--- config.mk ---
export PLATFORM = sky130hd
export DESIGN_NAME = pad_scheduler
export DESIGN_NICKNAME = d
export VERILOG_FILES = /design/src/rtl/pad_scheduler.sv
export SDC_FILE = /design/constraint.sdc
export NUM_CORES = 1
export LEC_CHECK = 0
export ABC_AREA = 1
export BUFFER_PORTS_ARGS = -buffer_cell sky130_fd_sc_hd__buf_2
export CAP_MARGIN = 10
export CORE_ASPECT_RATIO = 0.5
export CORE_MARGIN = 1
export CORE_UTILIZATION = 49
export CTS_BUF_LIST = sky130_fd_sc_hd__clkbuf_8
export CTS_CLUSTER_DIAMETER = 60
export DETAILED_ROUTE_END_ITERATION = 16
export PLACE_DENSITY = 0.72
export SETUP_SLACK_MARGIN = 0.3
export SKIP_LAST_GASP = 1
export SLEW_MARGIN = 20
export SYNTH_ARGS = -nofsm -noshare
export SYNTH_HDL_FRONTEND = slang
export SYNTH_SLANG_ARGS = --single-unit
--- constraint.sdc ---
create_clock -name clk -period 1.5 [get_ports clk]
set_input_delay 0.225 -clock clk [delete_from_list [all_inputs] [get_ports clk]]
set_output_delay 0.225 -clock clk [all_outputs]
set_load 0.01 [all_outputs]
--- src/rtl/pad_scheduler.sv ---
// rtl/pad_scheduler.sv - zero-padded frame sequencer from demosaic FIFO into the 2-D filter
//
// Scans a (WIDTH+KERNEL-1) x (HEIGHT+KERNEL-1) padded grid in row-major order.
// Border slots emit zero pixels without touching the FIFO; interior slots pop one
// pixel each. After the last slot the filter gets FLUSH drain cycles, then oDone pulses.
//
// Ports:
//   clk, reset     clock, synchronous active-high reset
//   iStart         frame start pulse (ignored unless idle)
//   iFifoEmpty     boundary FIFO empty flag
//   iFifoQ         FIFO read data, valid the cycle after oFifoRdreq
//   oFifoRdreq     FIFO pop, combinational from state, scan position and iFifoEmpty
//   oData/oValid   pixel to filter (zero for pad slots and whenever oValid is low)
//   oX/oY          padded coordinates of oData
//   oFlush         filter enable while draining
//   oBusy          scheduler not idle
//   oDone          one-cycle end-of-frame pulse
module pad_scheduler #(
    parameter int WIDTH  = 320,
    parameter int HEIGHT = 240,
    parameter int KERNEL = 7,
    parameter int FLUSH  = 2 * (WIDTH + KERNEL - 1),
    parameter int DW     = 24
) (
    input  logic          clk,
    input  logic          reset,
    input  logic          iStart,
    input  logic          iFifoEmpty,
    input  logic [DW-1:0] iFifoQ,
    output logic          oFifoRdreq,
    output logic [DW-1:0] oData,
    output logic          oValid,
    output logic [15:0]   oX,
    output logic [15:0]   oY,
    output logic          oFlush,
    output logic          oBusy,
    output logic          oDone
);

    localparam int B  = (KERNEL - 1) / 2;
    localparam int PW = WIDTH + 2 * B;
    localparam int PH = HEIGHT + 2 * B;

    localparam logic [15:0] X_LO   = 16'(B);
    localparam logic [15:0] X_HI   = 16'(B + WIDTH);
    localparam logic [15:0] Y_LO   = 16'(B);
    localparam logic [15:0] Y_HI   = 16'(B + HEIGHT);
    localparam logic [15:0] X_LAST = 16'(PW - 1);
    localparam logic [15:0] Y_LAST = 16'(PH - 1);
    localparam logic [31:0] DRAIN_LAST = 32'(FLUSH - 1);

    typedef enum logic [1:0] {
        IDLE  = 2'd0,
        RUN   = 2'd1,
        DRAIN = 2'd2
    } state_t;

    state_t      state;
    state_t      stateNext;
    logic [15:0] x;
    logic [15:0] y;
    logic [31:0] drainCnt;

    logic        interior;
    logic        lastSlot;
    logic        issue;
    logic        rdreq;

    // Stage 1: the issued slot, waiting one cycle for the FIFO read data.
    logic        s1Valid;
    logic        s1Pad;
    logic [15:0] s1X;
    logic [15:0] s1Y;

    always_comb begin
        stateNext = state;
        issue     = 1'b0;
        rdreq     = 1'b0;
        interior  = (x >= X_LO) && (x < X_HI) && (y >= Y_LO) && (y < Y_HI);
        lastSlot  = (x == X_LAST) && (y == Y_LAST);
        case (state)
            IDLE: begin
                if (iStart) begin
                    stateNext = RUN;
                end
            end
            RUN: begin
                // Pad slots never wait on the FIFO; interior slots stall while it is empty.
                if (!interior) begin
                    issue = 1'b1;
                end else if (!iFifoEmpty) begin
                    issue = 1'b1;
                    rdreq = 1'b1;
                end
                if (issue && lastSlot) begin
                    stateNext = DRAIN;
                end
            end
            DRAIN: begin
                if (drainCnt == DRAIN_LAST) begin
                    stateNext = IDLE;
                end
            end
            default: stateNext = IDLE;
        endcase
    end

    // The pop is combinational, so it must be masked while reset is held.
    assign oFifoRdreq = rdreq && !reset;
    assign oFlush     = (state == DRAIN);
    assign oBusy      = (state != IDLE);

    always_ff @(posedge clk) begin
        if (reset) begin
            state    <= IDLE;
            x        <= '0;
            y        <= '0;
            drainCnt <= '0;
            s1Valid  <= 1'b0;
            s1Pad    <= 1'b0;
            s1X      <= '0;
            s1Y      <= '0;
            oValid   <= 1'b0;
            oData    <= '0;
            oX       <= '0;
            oY       <= '0;
            oDone    <= 1'b0;
        end else begin
            state <= stateNext;
            oDone <= (state == DRAIN) && (stateNext == IDLE);

            if (state == IDLE) begin
                x <= '0;
                y <= '0;
            end else if (issue) begin
                if (x == X_LAST) begin
                    x <= '0;
                    y <= y + 16'd1;
                end else begin
                    x <= x + 16'd1;
                end
            end

            drainCnt <= (state == DRAIN) ? drainCnt + 32'd1 : '0;

            s1Valid <= issue;
            s1Pad   <= !interior;
            s1X     <= x;
            s1Y     <= y;

            // iFifoQ now holds the pixel popped when this slot was issued.
            oValid <= s1Valid;
            oData  <= (s1Valid && !s1Pad) ? iFifoQ : '0;
            oX     <= s1X;
            oY     <= s1Y;
        end
    end

endmodule

* After elaboration in Yosys (flattened, before gate mapping)
Index checks and enable logic that the tools add are counted. Widths: inputs -> output; s select.
Storage, ports and cells: register bits after elaboration 158, output and inout bits 61, logic and storage cells 56, bits of input ports 28
Operators by class: order comparisons 4, mux-type cells 11, bitwise gates (word level) 2, $add $sub $neg 3, reductions and logical operators 18, equality and inequality tests 5
Operator list (number):
- $add 16x1->16 const B | 2
- $add 32x1->32 const B | 1
- $eq 32x10->1 const B | 1
- $ge 16x2->1 const B | 2
- $eq 16x8->1 const B | 1
- $eq 16x9->1 const B | 1
- $lt 16x8->1 const B | 1
- $lt 16x9->1 const B | 1
- $mux 16 | 1
- $logic_and 1x1->1 | 8
- $mux 1 | 6
- $mux 2 | 3
- $pmux 2 s3 | 1
- $reduce_or 2->1 | 3
- $logic_not 2->1 | 2
- $logic_not 1->1 | 3
- $eq 2x1->1 const B | 1
- $eq 2x2->1 const B | 1
- $not 1->1 | 2
- $reduce_and 2->1 | 1
- $reduce_bool 2->1 | 1

* Depth between registers and ports, before layout
depth in word-level cells 11, depth in mapped cells 13, mapped depth without buffers 13

* Worst setup path before layout
Ideal clock, no wire load.
path type reg-to-output, start point register y[0], end point output port oFifoRdreq, path slack -0.168 ns, cell stages (with the launch flop) 10, path buffers 0, required time 1.275 ns, arrival 1.443 ns, path through dfxtp_1 -> ha_1 -> nor2_1 -> nand2_1 -> inv_1 -> nand2_1 -> nand3_1 -> nor2_4 -> nand2_1 -> nor4_1
Between the ends: cells in the longest elaborated chain, start to end 6, elaborated cells between the ends (all ways) 7, classes of those cells 2 x order compare; 2 x mux; 3 x reduce/logical
Ends and longest elaborated chain:
- start, declared | RTL line 61 | logic [15:0] y;
- start signal, assigned | RTL line 138 | y <= y + 16'd1;
- $ge 16x2->1 | RTL line 79 | interior = (x >= X_LO) && (x < X_HI) && (y >= Y_LO) && (y < Y_HI);
- $logic_and 1x1->1 | RTL line 79
- $logic_and 1x1->1 * | RTL line 79
- $mux 1 * | RTL line 89 | if (!interior) begin
- $mux 1 * | RTL line 81 | case (state)
- $logic_and 1x1->1 * | RTL line 109 | assign oFifoRdreq = rdreq && !reset;
- end, declared | RTL line 30 | output logic oFifoRdreq,
Mark *: on every way between the ends. The rest lies on a longest branch, timed or not.

* Worst setup path in the final report
start point register y[1], end point output port oFifoRdreq
Same word-level chain as after synthesis.

==> run_results.csv <==
group,metric,value,unit
synthesis,netlist_area,6410,µm²
floorplanning,die_x,164,µm
pwr,power.share.sequential,0.550,
setup_path,rr_worst_depth,14,
timing,min_period_over_period,1.40,
setup_path,cp.arrival,1.88,ns
detailed_routing,via_count,7164,
layout,syn_to_final_growth,54.0,%
detailed_routing,first_pass_iters,5,
layout,nNetsFinal,1165,
timing,timing.fmax,0.475,GHz
setup_path,cp_cell_sequence,"ha_4 -> nor2_4 -> nand2_2 -> inv_2 -> nand2_2 -> nand3_2 -> nor2_4 -> nand2_1 -> nor4_2 -> buf_2",
floorplanning,dieArea,13600,µm²
synthesis,yosysWarnings,0,
synthesis,syn_nets,912,
pwr,pwr-share-clk,0.397,
grt,antenna_found_initial,0,
placed_design,io_buffer_count,88,
setup_path,cp-start-kind,"flip-flop",
floorplanning,core-area,12700,µm²
setup_path,reg2reg_from,"y[5]",
setup_path,crit_path_start,"y[1]",
layout,final-seq-area,3210,µm²
detailed_routing,drt-total-wl,23000,µm
setup_path,cp.required,1.27,ns
pwr,net-switching-power,0.00201,W
pwr,p_int,0.00564,W
pwr,power.total,0.00766,W
synthesis,ys_async_sr_fraction,0,
clock_network,cts.sink_count,158,
layout,multiInputGateArea,3520,µm²
pwr,ir_worst_vdd,0.000575,V
clock_network,root_buffer,"clkbuf_8",
synthesis,yosysSeqAreaShare,0.493,
grt,grt_max_degree,31,
placed_design,place_congestion,0.970,
grt,groute.usage.overall,0.295,
pwr,p_leak,4.29,nW
outcome,status,"finished, violations left",
setup_path,crit_family,"simple AND/OR/NAND/NOR gates",
setup_path,worst-path-buf-inv,2,
timing,max_slew.worst_pin.slew,0.578,ns
floorplanning,initial_core_util,0.505,
synthesis,synth_edf_count,0,
floorplanning,die_h,82.9,µm
timing,finalHoldViolCount,0,
timing,setup_ws,-0.605,ns
layout,drive_above_1_share,0.414,
clock_network,cts.clk_slew.worst_paths,0.09,ns
outcome,violations,"setup timing",
pwr,p_sw_frac,0.263,
setup_path,cpMaxStageDelayCell,"dfxtp_2",
placed_design,dp_hpwl,12100,µm
detailed_routing,first_iter_violations,764,
setup_path,cp.depth,10,
synthesis,ys.flop_type,"dfxtp_1",
timing,maxSlewHeadroom,0.613,
floorplanning,fp-row-count,29,
grt,grt_pass1_wl,31500,µm
detailed_routing,wl_per_cell,17.5,µm
setup_path,worstSetupEndpointType,"output port",
pwr,power_density,775,nW/µm²
pwr,p_comb_frac,0.053,
setup_path,critPathMaxStageDelay,0.37,ns
timing,finalSetupTns,-18.42,ns
detailed_routing,viasPerCell,5.45,
min_path,worstHoldPathCells,3,
floorplanning,ios,89,
clock_network,cts_tree,"yes",
job,drv_cap,0,
grt,overflow,0,
timing,setup_viol,50,
clock_network,clk-insertion-delay-late,0.47,ns
min_path,hold_path_class,"in2reg",
layout,n_fill_cell,724,
min_path,hp-start,"iStart",
synthesis,ys_seq_elements,158,
timing,grt_setup_unrepaired,"true",
timing,finClkSkew,0.0162,ns
synthesis,syn_inst,879,
layout,n_antenna_cell,0,
timing,min_period,2.11,ns
clock_network,cts_buffer_depth,2,
detailed_routing,drtAntennaViolNets,0,
grt,grt_pass1_vias,6546,
setup_path,crit_fanout,2,
clock_network,htree_levels,4,
timing,slew_violations,0,
synthesis,ys_types,28,
clock_network,numCtsBuffers,17,
detailed_routing,drc,0,
setup_path,path_class,"reg2out",
synthesis,avgSynthCellArea,7.29,µm²
power by group through the flow:
stage	clock, W	combinational, W	sequential (W)
finish	0.00304	0.000403	0.00421
CTS	0.00303	0.000336	0.00421
detailed placement	0	0.000240	0.00431
global placement	0	0.000238	0.00431
floorplan	0	0.000119	0.00431
global route	0.00323	0.000423	0.00421
per-stage QoR:
stage	instance area, µm²	setup slack, ns	util	hold WS, ns	instances
3_3_place_gp	7930	-0.0972	0.625	0.390	1214
3_5_place_dp	7930	-0.112	0.625	0.392	1214
5_1_grt	9870	-0.662	0.777	0.0152	1315
2_1_floorplan	6610	-0.0461	-	0.337	879
4_1_cts	9190	-0.555	0.723	0.00540	1297
6_report	9870	-0.605	0.777	0.0178	1315
cell families after synthesis:
family | Yosys count | share of synthesized area
and+or+nand+nor | 450 | 0.306
xor gates and xnor gates | 17 | 0.0232
buffers and inverters | 169 | 0.103
adders and majority gates | 5 | 0.00976
DFF | 158 | 0.493
AOI/OAI and AO/OA | 80 | 0.0642
cell usage in the layout, fill, tap and decap left out, types with 3 or more instances in the layout:
master           n
a21oi_1         24
a21oi_2         35
buf_12           6
buf_2           87
buf_4          101
buf_6           31
buf_8            3
clkbuf_8        19
clkinv_4         3
clkinvlp_4       5
dfxtp_1        130
dfxtp_2         25
dfxtp_4          3
dlygate4sd3_1   24
ha_4             3
inv_1          127
inv_2           14
inv_6            4
nand2_1        106
nand2_2         30
nand2_4         22
nand2_8          3
nand3_1         31
nand3_2          7
nand3_4          9
nand4_1         41
nor2_1         138
nor2_2          10
nor2_4          17
nor3_1          14
nor3_2           4
nor3_4           9
o21a_1           3
o21ai_0          5
o21ai_1          6
o21ai_2          6
or2_4            3
xor2_1          17
synthesized netlist by cell type (5+ instances only):
cell	count	area share
nor2_1	163	0.095
dfxtp_1	158	0.49
nand2_1	157	0.092
inv_1	138	0.081
a21oi_1	58	0.045
nand3_1	42	0.033
nand4_1	41	0.040
nor3_1	27	0.021
o21ai_0	18	0.014
clkbuf_1	17	0.010
xor2_1	17	0.023
inv_2	7	0.0041
ha_1	5	0.0098
nor4_1	5	0.0049
worst min-delay path, stage by stage:
cell	delay, ns
buf_2	0.10
nand2_1	0.07
a21oi_2	0.05
repair_timing:
item,CTS,global route
hold endpoints to repair,24,0
pin swaps,33,63
gates resized for setup,112,151
setup buffers,22,17
endpoints found under the setup margin,67,75
cloned,5,1
hold buffers,24,0
metal layers:
metal / vias up / GRT usage / part of all wire
met4: 0 / 0.144 / 0.055
li1: 3279 / - / -
met2: 430 / 0.479 / 0.48
met5: - / 0 / 0
met3: 135 / 0.0664 / 0.078
met1: 3320 / 0.371 / 0.39
worst paths after layout:
check             slack [ns]         end
hold reg to reg         0.40      oX[15]
setup reg to reg       -0.59        y[1]
hold / removal          0.02    state[0]
setup / recovery       -0.61  oFifoRdreq
final cells by class:
type,count,area share
clock inverters,13,0.0105
well taps,170,0.0215
flip-flops and latches,158,0.325
inverters,145,0.0569
clock buffers,19,0.0265
repair buffers,254,0.203
repair inverters,1,0.000760
multi-input cells,555,0.356
state kept, by name, indices dropped and copies added, names as in the netlist:
register  count
s1Y          16
oValid        1
oData        24
s1X          16
x            16
oDone         1
state         2
drainCnt     32
s1Valid       1
oY           16
s1Pad         1
y            16
oX           16
No activity file was read; power rests on OpenSTA's default activity.
